**config.mk**
```make
export PLATFORM = sky130hd
export DESIGN_NAME = data_stream_rx_flat
export DESIGN_NICKNAME = d
export VERILOG_FILES = /design/src/rtl/data_stream_rx_if.sv /design/src/rtl/data_stream_rx.sv /design/src/flat_wrapper.sv
export SDC_FILE = /design/constraint.sdc
export NUM_CORES = 1
export LEC_CHECK = 0
export ABC_AREA = 1
export BUFFER_PORTS_ARGS = -buffer_cell sky130_fd_sc_hd__clkbuf_2
export CORE_UTILIZATION = 35
export DETAILED_ROUTE_END_ITERATION = 10
export SYNTH_ARGS = -nofsm -noshare
export SYNTH_HDL_FRONTEND = slang
export SYNTH_SLANG_ARGS = --single-unit
```
**constraint.sdc**
```tcl
create_clock -name clk -period 5.6 [get_ports clk]
set_input_delay 0.84 -clock clk [delete_from_list [all_inputs] [get_ports clk]]
set_output_delay 0.84 -clock clk [all_outputs]
set_load 0.005 [all_outputs]
```
**src/rtl/data_stream_rx_if.sv**
```systemverilog
`timescale 1ns/1ps
`default_nettype none
// ============================================================================
//  Module      : data_stream_rx_if
//  Description : Handshake bundle for data_stream_rx: merged input stream plus
//                the demultiplexed left and right output streams.
//  Revision    : 1.0 - initial release
// ============================================================================
interface data_stream_rx_if;
  // Merged framed input stream
  logic [31:0] i_data;
  logic        i_valid;
  logic        o_ready;

  // Left channel output stream
  logic [31:0] o_l_data;
  logic        o_l_valid;
  logic        i_l_ready;

  // Right channel output stream
  logic [31:0] o_r_data;
  logic        o_r_valid;
  logic        i_r_ready;

  // Receiver view
  modport slave (
    input  i_data,
    input  i_valid,
    output o_ready,
    output o_l_data,
    output o_l_valid,
    input  i_l_ready,
    output o_r_data,
    output o_r_valid,
    input  i_r_ready
  );

  // Source / sink view
  modport master (
    output i_data,
    output i_valid,
    input  o_ready,
    input  o_l_data,
    input  o_l_valid,
    output i_l_ready,
    input  o_r_data,
    input  o_r_valid,
    output i_r_ready
  );
endinterface
`default_nettype wire

```
**src/rtl/data_stream_rx.sv**
```systemverilog
`timescale 1ns/1ps
`default_nettype none
// ============================================================================
//  Module      : data_stream_rx
//  Description : Receives the merged framed word stream, checks the frame
//                structure and splits payload words into left and right
//                channel streams. Reports frame start/end, frame number and
//                format errors with a saturating error counter.
//  Revision    : 1.0 - initial release
// ============================================================================
module data_stream_rx #(
  parameter int          CH_NUM    = 16,
  parameter int          BLOCK_LEN = 32,
  parameter logic [15:0] SYNC_WORD = 16'hA55A
) (
  input  wire logic        clk,
  input  wire logic        rst_n,
  data_stream_rx_if.slave  s,
  output      logic        o_frame_start,
  output      logic        o_frame_done,
  output      logic [15:0] o_frame_num,
  output      logic        o_err,
  output      logic [15:0] o_err_cnt
);

  // Word counter width; BLOCK_LEN is a power of two of at least 2
  localparam int WCNT_W = $clog2(BLOCK_LEN);

  typedef enum logic [1:0] {
    HUNT  = 2'd0,
    L_BLK = 2'd1,
    R_BLK = 2'd2
  } state_e;

  // --------------------------------------------------------------------------
  // Registers
  // --------------------------------------------------------------------------
  state_e              state_q,       state_d;
  logic [3:0]          ch_cnt_q,      ch_cnt_d;
  logic [WCNT_W-1:0]   word_cnt_q,    word_cnt_d;
  logic [31:0]         l_data_q,      l_data_d;
  logic                l_valid_q,     l_valid_d;
  logic [31:0]         r_data_q,      r_data_d;
  logic                r_valid_q,     r_valid_d;
  logic                frame_start_q, frame_start_d;
  logic                frame_done_q,  frame_done_d;
  logic [15:0]         frame_num_q,   frame_num_d;
  logic                err_q,         err_d;
  logic [15:0]         err_cnt_q,     err_cnt_d;

  // --------------------------------------------------------------------------
  // Combinational helpers
  // --------------------------------------------------------------------------
  logic w_ready;
  logic w_accept;
  logic w_is_sync;
  logic w_ch_ok;
  logic w_last_word;
  logic w_last_ch;
  logic w_hdr_take;

  // Input ready depends only on state and the ready of the side being filled
  always_comb begin
    w_ready = 1'b1;
    case (state_q)
      HUNT:    w_ready = 1'b1;
      L_BLK:   w_ready = ~l_valid_q | s.i_l_ready;
      R_BLK:   w_ready = ~r_valid_q | s.i_r_ready;
      default: w_ready = 1'b1;
    endcase
  end

  assign w_accept    = s.i_valid & w_ready;
  assign w_is_sync   = (s.i_data[31:16] == SYNC_WORD);
  assign w_ch_ok     = (s.i_data[31:28] == ch_cnt_q);
  assign w_last_word = (word_cnt_q == WCNT_W'(BLOCK_LEN - 1));
  assign w_last_ch   = (ch_cnt_q == 4'(CH_NUM - 1));

  // Frame tracking, demultiplexing and error detection
  always_comb begin
    state_d       = state_q;
    ch_cnt_d      = ch_cnt_q;
    word_cnt_d    = word_cnt_q;
    l_data_d      = l_data_q;
    r_data_d      = r_data_q;
    // Side registers drain on their own sink handshake regardless of state
    l_valid_d     = l_valid_q & ~s.i_l_ready;
    r_valid_d     = r_valid_q & ~s.i_r_ready;
    frame_start_d = 1'b0;
    frame_done_d  = 1'b0;
    frame_num_d   = frame_num_q;
    err_d         = 1'b0;
    err_cnt_d     = err_cnt_q;
    w_hdr_take    = 1'b0;

    case (state_q)
      HUNT: begin
        // Anything that is not a header is dropped silently while hunting
        if (w_accept && w_is_sync) begin
          w_hdr_take = 1'b1;
        end
      end

      L_BLK: begin
        if (w_accept) begin
          if (w_ch_ok) begin
            l_data_d  = s.i_data;
            l_valid_d = 1'b1;
            if (w_last_word) begin
              word_cnt_d = '0;
              state_d    = R_BLK;
            end else begin
              word_cnt_d = word_cnt_q + 1'b1;
            end
          end else begin
            err_d = 1'b1;
            if (w_is_sync) begin
              w_hdr_take = 1'b1;
            end else begin
              state_d = HUNT;
            end
          end
        end
      end

      R_BLK: begin
        if (w_accept) begin
          if (w_ch_ok) begin
            r_data_d  = s.i_data;
            r_valid_d = 1'b1;
            if (w_last_word) begin
              word_cnt_d = '0;
              if (w_last_ch) begin
                frame_done_d = 1'b1;
                state_d      = HUNT;
              end else begin
                ch_cnt_d = ch_cnt_q + 1'b1;
                state_d  = L_BLK;
              end
            end else begin
              word_cnt_d = word_cnt_q + 1'b1;
            end
          end else begin
            err_d = 1'b1;
            if (w_is_sync) begin
              w_hdr_take = 1'b1;
            end else begin
              state_d = HUNT;
            end
          end
        end
      end

      default: begin
        state_d = HUNT;
      end
    endcase

    // A header restarts the frame, whether found while hunting or mid-frame
    if (w_hdr_take) begin
      frame_num_d   = s.i_data[15:0];
      frame_start_d = 1'b1;
      ch_cnt_d      = '0;
      word_cnt_d    = '0;
      state_d       = L_BLK;
    end

    // Error counter sticks at all-ones instead of wrapping
    if (err_d && (err_cnt_q != 16'hFFFF)) begin
      err_cnt_d = err_cnt_q + 16'd1;
    end
  end

  // State and output registers with asynchronous active-low reset
  always_ff @(posedge clk or negedge rst_n) begin
    if (!rst_n) begin
      state_q       <= HUNT;
      ch_cnt_q      <= '0;
      word_cnt_q    <= '0;
      l_data_q      <= '0;
      l_valid_q     <= 1'b0;
      r_data_q      <= '0;
      r_valid_q     <= 1'b0;
      frame_start_q <= 1'b0;
      frame_done_q  <= 1'b0;
      frame_num_q   <= '0;
      err_q         <= 1'b0;
      err_cnt_q     <= '0;
    end else begin
      state_q       <= state_d;
      ch_cnt_q      <= ch_cnt_d;
      word_cnt_q    <= word_cnt_d;
      l_data_q      <= l_data_d;
      l_valid_q     <= l_valid_d;
      r_data_q      <= r_data_d;
      r_valid_q     <= r_valid_d;
      frame_start_q <= frame_start_d;
      frame_done_q  <= frame_done_d;
      frame_num_q   <= frame_num_d;
      err_q         <= err_d;
      err_cnt_q     <= err_cnt_d;
    end
  end

  // --------------------------------------------------------------------------
  // Outputs
  // --------------------------------------------------------------------------
  assign s.o_ready     = w_ready;
  assign s.o_l_data    = l_data_q;
  assign s.o_l_valid   = l_valid_q;
  assign s.o_r_data    = r_data_q;
  assign s.o_r_valid   = r_valid_q;
  assign o_frame_start = frame_start_q;
  assign o_frame_done  = frame_done_q;
  assign o_frame_num   = frame_num_q;
  assign o_err         = err_q;
  assign o_err_cnt     = err_cnt_q;

endmodule
`default_nettype wire

```
**src/flat_wrapper.sv**
```systemverilog
// flat-port wrapper written by rule: the top's interface ports become plain ports
module data_stream_rx_flat 
#(
  parameter int          CH_NUM    = 16,
  parameter int          BLOCK_LEN = 32,
  parameter logic [15:0] SYNC_WORD = 16'hA55A
)
  (clk, rst_n, o_frame_start, o_frame_done, o_frame_num, o_err, o_err_cnt, s_i_data, s_i_valid, s_o_ready, s_o_l_data, s_o_l_valid, s_i_l_ready, s_o_r_data, s_o_r_valid, s_i_r_ready);
  data_stream_rx_if s_i ();
  input  wire logic clk;
  input  wire logic rst_n;
  output      logic o_frame_start;
  output      logic o_frame_done;
  output      logic [15:0] o_frame_num;
  output      logic o_err;
  output      logic [15:0] o_err_cnt;
  input wire logic [$bits(s_i.i_data)-1:0] s_i_data;
  input wire logic [$bits(s_i.i_valid)-1:0] s_i_valid;
  output wire logic [$bits(s_i.o_ready)-1:0] s_o_ready;
  output wire logic [$bits(s_i.o_l_data)-1:0] s_o_l_data;
  output wire logic [$bits(s_i.o_l_valid)-1:0] s_o_l_valid;
  input wire logic [$bits(s_i.i_l_ready)-1:0] s_i_l_ready;
  output wire logic [$bits(s_i.o_r_data)-1:0] s_o_r_data;
  output wire logic [$bits(s_i.o_r_valid)-1:0] s_o_r_valid;
  input wire logic [$bits(s_i.i_r_ready)-1:0] s_i_r_ready;
  assign s_i.i_data = s_i_data;
  assign s_i.i_valid = s_i_valid;
  assign s_o_ready = s_i.o_ready;
  assign s_o_l_data = s_i.o_l_data;
  assign s_o_l_valid = s_i.o_l_valid;
  assign s_i.i_l_ready = s_i_l_ready;
  assign s_o_r_data = s_i.o_r_data;
  assign s_o_r_valid = s_i.o_r_valid;
  assign s_i.i_r_ready = s_i_r_ready;
  data_stream_rx #(.CH_NUM(CH_NUM), .BLOCK_LEN(BLOCK_LEN), .SYNC_WORD(SYNC_WORD)) u_core (.clk(clk), .rst_n(rst_n), .s(s_i), .o_frame_start(o_frame_start), .o_frame_done(o_frame_done), .o_frame_num(o_frame_num), .o_err(o_err), .o_err_cnt(o_err_cnt));
endmodule
```
==> results.ini, run 1 <==
[run_status]
outcome = finished, final reports clean

[sta]
min_period_ns = 2.59
worst_slew_pin_slew_ns = 0.839
setup-tns-final_ns = 0
final_max_slew_viol_count = 0
skew_ns = 0.00616
fin_ws_ns = 3.01
timing.fmax_ghz = 0.386
setup_viol = 0
rsz0062_at_grt = no
fin_crit_sh_pct = 46.3
hold_viol = 0
relSlewSlack_pct = 44.1

[setup_path]
crit_family = simple AND/OR/NAND/NOR gates
path_buf_inv = 1
worst_ep_required_time_ns = 5.89
crit_chain = inv_1, ha_1, nand3_2, nand2_2, nor2_2, nand3_4, nand2_2, nand2_1, nor2_1, nand3_1, nand2_1
crit_arrival_ns = 2.88
end_kind = flip-flop
cpMaxStageDelayCell = dfrtp_1
slowest_delay_ns = 0.43
rr_endpoint = u_core.ch_cnt_q[2]$_DFFE_PN0P_
cp_max_fo = 41
r2r_start = u_core.state_q[1]$_DFFE_PN0P_
worst-setup-path-type = reg2reg
rrSetupSlack_ns = 3.01
critPathLaunchType = flip-flop
rr_worst_depth = 11

[floorplanning]
die_x_microns = 122
num_rows = 43
die_area_sq_um = 15000
start_util_pct = 36.2
die_h_microns = 122
io_pins = 139
placeableCoreArea_sq_um = 14000

[placed_design]
gp_congestion = 0.836
io_buffers = 138
hpwl_microns = 8940
pre_cts_slack_ns = 2.86
placed_cell_area_sq_um = 5850

[cells_and_area]
n_antenna_cell = 0
multi_input_comb_area_sq_um = 1880
design_area_sq_um = 6120
drive_above_1_share_pct = 25.1
regArea_sq_um = 2800
area_delta_synth_final_pct = 20.8
nNetsFinal = 754
n_fill_cell = 1393

[detailed_routing]
wire_per_inst_microns = 13.8
drt_iter0_drc = 248
vias = 4189
wl_met2_microns = 5680
ant_nets = 0
firstDrtPassIters = 4
finalWirelength_microns = 12300
wl_met3_microns = 662
viasPerCell = 4.69
post-route-drc-count = 0
top_layer = met4
wl_met1_microns = 5720

[global_routing]
antenna_found_initial = 0
grt_first_pass_wirelength_microns = 19900
grt_pass1_vias = 3992
track_usage_pct = 17.1
grt_overflow_total = 0
grt_start_max_net_pins = 66

[clock_network]
htreeDepth = 3
cts_setup_buffers = 0
cts.sinks = 112
cts_resized = 0
cts_max_path_buffers = 2
clkLatencyLatePin_ns = 0.35
cts_made_buffers = 9
path_clk_slew_ns = 0.07
cts_tree = yes
cts_hold_buf = 0
cts_root_buf = clkbuf_16

[yosys]
yosysSeqAreaShare_pct = 55.3
synth.distinct_cells = 30
synth_area_sq_um = 5070
synth_warnings = 0
synth_nets = 621
synthCells = 576
synth_seq_cells = 112
avgSynthCellArea_sq_um = 8.80

[pwr]
p_per_area_nw_per_um2 = 240
max-vdd-ir-drop_mv = 0.123
leakagePower_uw = 0.00328

[job]
cap_violations = 0

[hold_path]
hold_depth = 2
holdPathEnd = u_core.s.o_r_data[11]$_DFFE_PN0P_
worstHoldStart = u_core.s.o_r_data[11]$_DFFE_PN0P_
hold_class = reg2reg

## cell usage after synthesis (all sizes together)
cell / number / area [sq um]
nand2: 189 / 747
dfrtp: 112 / 2800
o21ai: 92 / 460
inv: 62 / 233
nor2: 33 / 139
nand3: 23 / 153
buf: 16 / 141
ha: 8 / 100
xnor2: 8 / 70.1
xor2: 8 / 70.1
nand4: 5 / 37.5
nor3: 5 / 30.0
a21oi: 4 / 20.0
nor4: 4 / 25.0
clkbuf: 3 / 11.3
or2: 2 / 12.5
and3: 1 / 6.26
nand3b: 1 / 7.51
## metal layers
layer  global-route usage, %  vias up
li1                        -     2082
met1                    23.0     1993
met2                    27.0       97
met3                    3.90       17
met4                    6.02        0
met5                       0        -
## where the power goes
| group | switching (uW) | internal (uW) |
|---|---|---|
| registers | 4.01 | 812 |
| clock network | 288 | 301 |
| logic | 45.3 | 20.3 |
## cells in the final DEF, fill, tap and decap left out, types with 2 or more instances in the layout
cell type,instances
nand2_1,182
clkbuf_2,137
dfrtp_1,112
o21ai_0,66
inv_1,58
nor2_1,29
o21ai_1,26
nand3_1,17
clkbuf_16,9
xnor2_1,8
xor2_1,8
ha_1,8
nand3_2,5
nand2_4,4
inv_2,4
nor3_1,4
nand4_1,4
a21oi_1,4
nor4_1,4
buf_4,4
nor2_2,3
nand2_2,3
or2_2,2
clkbuf_1,2
clkinvlp_4,2
clkinv_4,2
## final cells by class
| class | count | area share (%) |
|---|---|---|
| Clock inverter | 4 | 0.532 |
| Tap cell | 180 | 3.68 |
| Clock buffer | 11 | 3.80 |
| Timing Repair Buffer | 141 | 11.7 |
| Sequential cell | 112 | 45.8 |
| Inverter | 62 | 3.80 |
| Multi-Input combinational cell | 383 | 30.7 |
## tightest hold or removal path, delay by kind of cell (launching register included)
family | cells | cell delay, ns
AOI/OAI and AO/OA | 1 | 0.06
and+or+nand+nor | 1 | 0.05
DFF | 1 | 0.34
## registers in the layout, indices dropped and copies added (netlist names)
register / flops
u_core.s.o_r_data: 32
u_core.s.o_l_data: 32
u_core.ch_cnt_q: 4
u_core.o_frame_done: 1
u_core.o_err: 1
u_core.s.o_l_valid: 1
u_core.o_frame_num: 16
u_core.o_frame_start: 1
u_core.word_cnt_q: 5
u_core.state_q: 2
u_core.s.o_r_valid: 1
u_core.o_err_cnt: 16
## logic make-up (layout without fill, tap and decap cells)
group | count (synthesis) | count (layout) | share of synthesized area, %
AOI/OAI and AO/OA | 96 | 96 | 9.48
xor gates and xnor gates | 16 | 16 | 2.77
adders and majority gates | 8 | 8 | 1.98
buffers and inverters | 81 | 218 | 7.61
DFF | 112 | 112 | 55.3
and+or+nand+nor | 263 | 263 | 22.8
## worst max-delay path by stage
stage                                        from                             end  slack [ns]  depth (start not counted)
floorplan                            s_i_data[16]  u_core.ch_cnt_q[2]$_DFFE_PN0P_        3.61                         13
CTS                 u_core.state_q[1]$_DFFE_PN0P_  u_core.ch_cnt_q[2]$_DFFE_PN0P_        3.02                         11
finish              u_core.state_q[1]$_DFFE_PN0P_  u_core.ch_cnt_q[2]$_DFFE_PN0P_        3.01                         11
detailed placement                    s_i_l_ready  u_core.ch_cnt_q[2]$_DFFE_PN0P_        2.86                         13
global route        u_core.state_q[1]$_DFFE_PN0P_  u_core.ch_cnt_q[1]$_DFFE_PN0P_        2.77                         11
global placement                      s_i_l_ready  u_core.ch_cnt_q[0]$_DFFE_PN0P_        2.95                         13
## per-stage QoR
step | std cells | hold WS [ns] | utilization (%) | total power [uW]
2_1_floorplan | 576 | 0.465 | - | 857
3_5_place_dp | 878 | 0.473 | 41.9 | 899
3_3_place_gp | 878 | 0.465 | 41.9 | 897
4_1_cts | 893 | 0.491 | 43.7 | 1490
5_1_grt | 893 | 0.506 | 43.7 | 1530
6_report | 893 | 0.486 | 43.7 | 1470
No activity file was read; power rests on OpenSTA's default activity.
==> run 2, diff against run 1 <==
- clock period: 5.6 -> 2.69 ns (I/O delays scaled with it)
==> run 2 against run 1 <==
Setup slack worse by 2.6 ns. Register-to-register slack worse by 2.6 ns. Routed wire length is 3.0% lower. Hold slack worse by 0.41 ns. Clock power grew to 2.5 times the previous value. Cell count is 0.34% higher. Sequential share of layout area is 0.86 points lower. Global-route usage is 0.40 points lower. Via count is 0.64% lower. Non-clock buffer count is 2 higher. Clock-buffer cell count stayed put. Design area is 1.9% higher. Critical path type unchanged. Largest cell class unchanged. Highest routed layer unchanged.
==> results.ini, run 2 (synthesized netlist as in run 1, its figures left out) <==
[run_status]
outcome = finished, final reports clean

[clock_network]
cts_resized = 0
cts.sinks = 112
cts_made_buffers = 9
cts_root_buf = clkbuf_16
cts_hold_buf = 0
clkLatencyLatePin_ns = 0.36
cts_setup_buffers = 0
cts_tree = yes
cts_max_path_buffers = 2
htreeDepth = 3
path_clk_slew_ns = 0.08

[global_routing]
grt_overflow_total = 0
grt_start_max_net_pins = 66
track_usage_pct = 16.7
grt_first_pass_wirelength_microns = 19400
grt_pass1_vias = 3912
antenna_found_initial = 0

[pwr]
max-vdd-ir-drop_mv = 0.246
p_total_uw = 3320
leakagePower_uw = 0.00335
p_per_area_nw_per_um2 = 532

[cells_and_area]
final_common_cell = nand2_1
layout_common_cells = nand2_1, clkbuf_2, dfrtp_1, o21ai_0, inv_1
stdcell_count = 896
drive_above_1_share_pct = 25.6
nNetsFinal = 756
n_antenna_cell = 0
area_delta_synth_final_pct = 23.1

[setup_path]
crit_arrival_ns = 2.51
cp_max_fo = 52
critPathLaunchType = flip-flop
worst_ep_required_time_ns = 2.93
end_kind = flip-flop
worst-setup-path-type = reg2reg

[floorplanning]
start_util_pct = 36.2
num_rows = 43
io_pins = 139
die_x_microns = 122
die_h_microns = 122
placeableCoreArea_sq_um = 14000
die_area_sq_um = 15000

[placed_design]
gp_congestion = 0.851
io_buffers = 138
place_inst = 880
hpwl_microns = 8870

[job]
cap_violations = 0

[sta]
timing.fmax_ghz = 0.440
worst_slew_pin_slew_ns = 0.678
min_period_ns = 2.28
setup-tns-final_ns = 0
fin_crit_sh_pct = 84.6
final_max_slew_viol_count = 0
skew_ns = 0.0103
rsz0062_at_grt = no
relSlewSlack_pct = 54.8
setup_viol = 0
hold_viol = 0
whs_ns = 0.0727

[detailed_routing]
viasPerCell = 4.65
post-route-drc-count = 0
vias = 4162
ant_nets = 0
wire_per_inst_microns = 13.3
firstDrtPassIters = 4
drt_iter0_drc = 371
finalWirelength_microns = 11900

[hold_path]
hold_class = in2async

run 2: changes by cell type in the layout (fill, tap and decap cells not counted), sizes merged:
cell,change
clkinv,-1
inv,+1
bufinv,+2
clkinvlp,-1
buf,+2
run 2: final cells by class:
type | count | area, sq um
Fill cell | 1386 | 7750
Sequential cell | 112 | 2800
Multi-Input combinational cell | 383 | 1880
Timing Repair Buffer | 143 | 768
Clock buffer | 11 | 243
Inverter | 62 | 233
Tap cell | 180 | 225
Clock inverter | 5 | 87.6
run 2: critical path, stage by stage, from the launching register on:
cell and delay (ns):
dfrtp_1 0.38, inv_1 0.10, ha_1 0.41, nand3_2 0.13
nand2_2 0.10, inv_1 0.24, nand3_2 0.32, buf_12 0.28
nand2_1 0.08, o21ai_0 0.08
run 2: path summary, 6_finish.rpt:
check | startpoint | endpoint | slack [ns] | cells after the start
min in group clk | s_i_data[12] | u_core.s.o_r_data[12]$_DFFE_PN0P_ | 0.30 | 3
max in group asynchronous | rst_n | u_core.s.o_r_data[3]$_DFFE_PN0P_ | 1.89 | 2
setup / recovery | u_core.state_q[0]$_DFFE_PN0P_ | u_core.s.o_r_data[11]$_DFFE_PN0P_ | 0.41 | 9
setup reg to reg | u_core.state_q[0]$_DFFE_PN0P_ | u_core.s.o_r_data[11]$_DFFE_PN0P_ | 0.41 | 9
hold reg to reg | u_core.s.o_r_data[1]$_DFFE_PN0P_ | u_core.s.o_r_data[1]$_DFFE_PN0P_ | 0.49 | 2
hold / removal | rst_n | u_core.s.o_l_data[27]$_DFFE_PN0P_ | 0.07 | 1
run 2: stage by stage:
stage | util (%) | setup slack, ns | instance area [sq um]
3_3_place_gp | 42.2 | 0.567 | 5910
5_1_grt | 44.6 | 0.200 | 6240
2_1_floorplan | - | 0.833 | 5070
3_5_place_dp | 42.2 | 0.421 | 5910
6_report | 44.6 | 0.415 | 6240
4_1_cts | 44.6 | 0.409 | 6240
run 2: metal layers:
metal  vias up  track usage [%]  wire [microns]
met4         0             8.61             354
met5         -                0               0
met3        21             2.74             493
met2       100             26.0            5630
li1       2090                -               -
met1      1951             22.4            5470
run 2: where the power goes:
group	leakage, uW	switching, uW	internal (uW)
clock network	0.000158	631	851
registers	0.00155	8.02	1690
logic	0.00164	95.0	45.5
==> run 3, diff against run 2 <==
- ABC_AREA: 1 -> 0
- clock period: 2.69 -> 2 ns (I/O delays scaled with it)
==> run 3 against run 2 <==
The flow now finishes with violations (negative setup slack). Hold slack better by 0.10 ns. Non-clock buffer count rose by 68. Power up 30%. First-iteration DRC count is 50% lower. Fmax grew 5.2%. Clock skew rose by 0.00099 ns. Sequential power grew 34%. Clock-buffer cell count decreased by 1. Critical endpoint is now u_core.s.o_l_data[11]$_DFFE_PN0P_. Highest routed layer unchanged.
==> results.ini, run 3 <==
[sta]
setup_viol = 96
hold_viol = 0
fin_crit_sh_pct = 108
relSlewSlack_pct = 69.5
skew_ns = 0.0113
final_max_slew_viol_count = 0
min_period_ns = 2.16
fin_ws_ns = -0.163
worst_slew_pin_slew_ns = 0.457
rsz0062_at_grt = yes
setup-tns-final_ns = -11.14
timing.fmax_ghz = 0.462

[yosys]
synth_edf_count = 0
async_flop_share_pct = 100
avgSynthCellArea_sq_um = 12.6
synth-main-ff-cell = dfrtp_1
synth_warnings = 0
yosysSeqAreaShare_pct = 59.3
synthCells = 376
synth.area.top_cells = dfrtp_1, mux2_2, nand2_1
synth.distinct_cells = 41
synthMostInstantiatedCell = dfrtp_1
synth.top_cell.area_share_pct = 59.3
synth_largest_area_cell = dfrtp_1
synthTopCellsByCount = dfrtp_1, mux2_2, nand2_1
synth_area_sq_um = 4730
synth_seq_cells = 112
synth_nets = 421

[hold_path]
worstHoldStart = s_i_data[7]
holdPathEnd = u_core.o_frame_num[7]$_DFFE_PN0P_
hold_class = in2reg
hold_depth = 3

[setup_path]
slowest_delay_ns = 0.61
worst_ep_required_time_ns = 2.24
end_kind = flip-flop
crit_chain = xor2_2, or4_4, nor2_4, nand2_8, clkbuf_16, mux2_4
r2r_start = u_core.ch_cnt_q[2]$_DFFE_PN0P_
cp_max_fo = 7
path_buf_inv = 1
rrSetupSlack_ns = -0.16
rr_worst_depth = 6
rr_endpoint = u_core.s.o_l_data[11]$_DFFE_PN0P_
worst-setup-path-type = reg2reg
cpMaxStageDelayCell = or4_4
crit_arrival_ns = 2.40
crit_family = simple AND/OR/NAND/NOR gates
critPathLaunchType = flip-flop

[clock_network]
cts_tree = yes
cts_max_path_buffers = 2
cts.sinks = 112
cts_made_buffers = 9
htreeDepth = 3
clkLatencyLatePin_ns = 0.35
path_clk_slew_ns = 0.08
cts_root_buf = clkbuf_16

[pwr]
p_total_uw = 4330
max-vdd-ir-drop_mv = 0.354
leakagePower_uw = 0.00392
p_per_area_nw_per_um2 = 618

[cells_and_area]
n_antenna_cell = 0
area_delta_synth_final_pct = 48.3
drive_above_1_share_pct = 56.0
nNetsFinal = 631
layout_common_cells = clkbuf_2, dfrtp_1, mux2_4, nand2_1, buf_4
final_common_cell = clkbuf_2
n_fill_cell = 1140

[job]
cap_violations = 0

[detailed_routing]
vias = 3709
drt_iter0_drc = 187
viasPerCell = 4.84
wire_per_inst_microns = 16.3
post-route-drc-count = 0
ant_nets = 0
firstDrtPassIters = 4
finalWirelength_microns = 12500

[global_routing]
grt_overflow_total = 0
grt_start_max_net_pins = 43
grt_first_pass_wirelength_microns = 19800
grt_pass1_vias = 3751
track_usage_pct = 17.9
antenna_found_initial = 0

[floorplanning]
die_h_microns = 118
io_pins = 139
start_util_pct = 35.8
placeableCoreArea_sq_um = 13200
num_rows = 42
die_x_microns = 118
die_area_sq_um = 14000

[placed_design]
gp_congestion = 0.841
hpwl_microns = 8570
io_buffers = 138

[run_status]
outcome = finished, violations left
violations = negative setup slack

[run 3: cell types whose count changed after synthesis, moves of 8 or more]
cell,before,now
buf_6,9,0
inv_1,58,11
mux2_2,0,61
nand2_1,182,61
nand3_1,17,9
nor2_1,29,5
o21ai_0,66,5
o21ai_1,26,0
[run 3: timing repair]
action	in CTS	in global routing
hold buffers	1	0
gates resized for setup	11	28
buffers inserted	7	8
pin swaps	9	19
cloned	1	6
endpoints found under the setup margin	109	107
endpoints found under the hold margin	31	0
[run 3: how the worst max path moves through the flow]
stage	start	endpoint	slack, ns	cells past startpoint
after floorplan	u_core.state_q[1]$_DFFE_PN0P_	u_core.o_frame_num[10]$_DFFE_PN0P_	-0.23	11
after global placement	s_i_data[29]	u_core.ch_cnt_q[2]$_DFFE_PN0P_	-0.20	8
after detailed placement	s_i_data[29]	u_core.ch_cnt_q[0]$_DFFE_PN0P_	-0.30	7
after CTS	u_core.state_q[1]$_DFFE_PN0P_	u_core.s.o_l_data[0]$_DFFE_PN0P_	-0.13	10
after global routing	u_core.state_q[0]$_DFFE_PN0P_	u_core.ch_cnt_q[0]$_DFFE_PN0P_	-0.22	9
final	u_core.ch_cnt_q[2]$_DFFE_PN0P_	u_core.s.o_l_data[11]$_DFFE_PN0P_	-0.16	6
[run 3: cell families after synthesis]
| group | Yosys count | share of synthesized area [%] |
|---|---|---|
| flip-flops | 112 | 59.3 |
| adder cells (fa/ha/maj) | 8 | 2.12 |
| buffers and inverters | 24 | 2.20 |
| AND/OR/NAND/NOR | 117 | 13.0 |
| multiplexers | 68 | 16.1 |
| XOR/XNOR | 18 | 3.34 |
| AO/OA/AOI/OAI | 29 | 3.89 |
[run 3: per-layer routing]
layer	GRT usage, %	wire (microns)	up-vias
met2	29.1	5980	99
met1	23.7	5750	1858
li1	-	-	1738
met4	6.65	197	0
met5	0	0	-
met3	3.57	576	14
[run 3: power breakdown]
part           total, uW  switching [uW]  internal, uW  leakage (uW)
combinational        182             101          81.2       0.00222
sequential          2270            1.21          2260       0.00155
clock               1880             858          1020      0.000151
total               4330             961          3370       0.00392
[run 3: through the flow]
stage          hold WS [ns]  cell area [sq um]  worst slack (ns)  cells  utilization [%]
6_report              0.173               7010            -0.163    767             53.2
5_1_grt               0.168               7010            -0.216    767             53.2
4_1_cts               0.160               6760            -0.131    753             51.3
3_5_place_dp          0.293               6310            -0.299    728             47.9
3_3_place_gp          0.288               6310            -0.204    728             47.9
2_1_floorplan       0.00441               5080            -0.235    376                -
[run 3: cell type report]
type	instances	area, sq um	share of cell area [%]
clock buffers	10	239	3.41
clock inverters	6	75.1	1.07
well taps	176	220	3.14
multi-input cells	241	2190	31.3
repair buffers	211	1440	20.5
inverters	11	43.8	0.625
flip-flops and latches	112	2800	40.0
[run 3: worst min-delay path: stages]
cell,delay [ns]
clkbuf_2,0.10
nand2_1,0.05
nand2_1,0.04
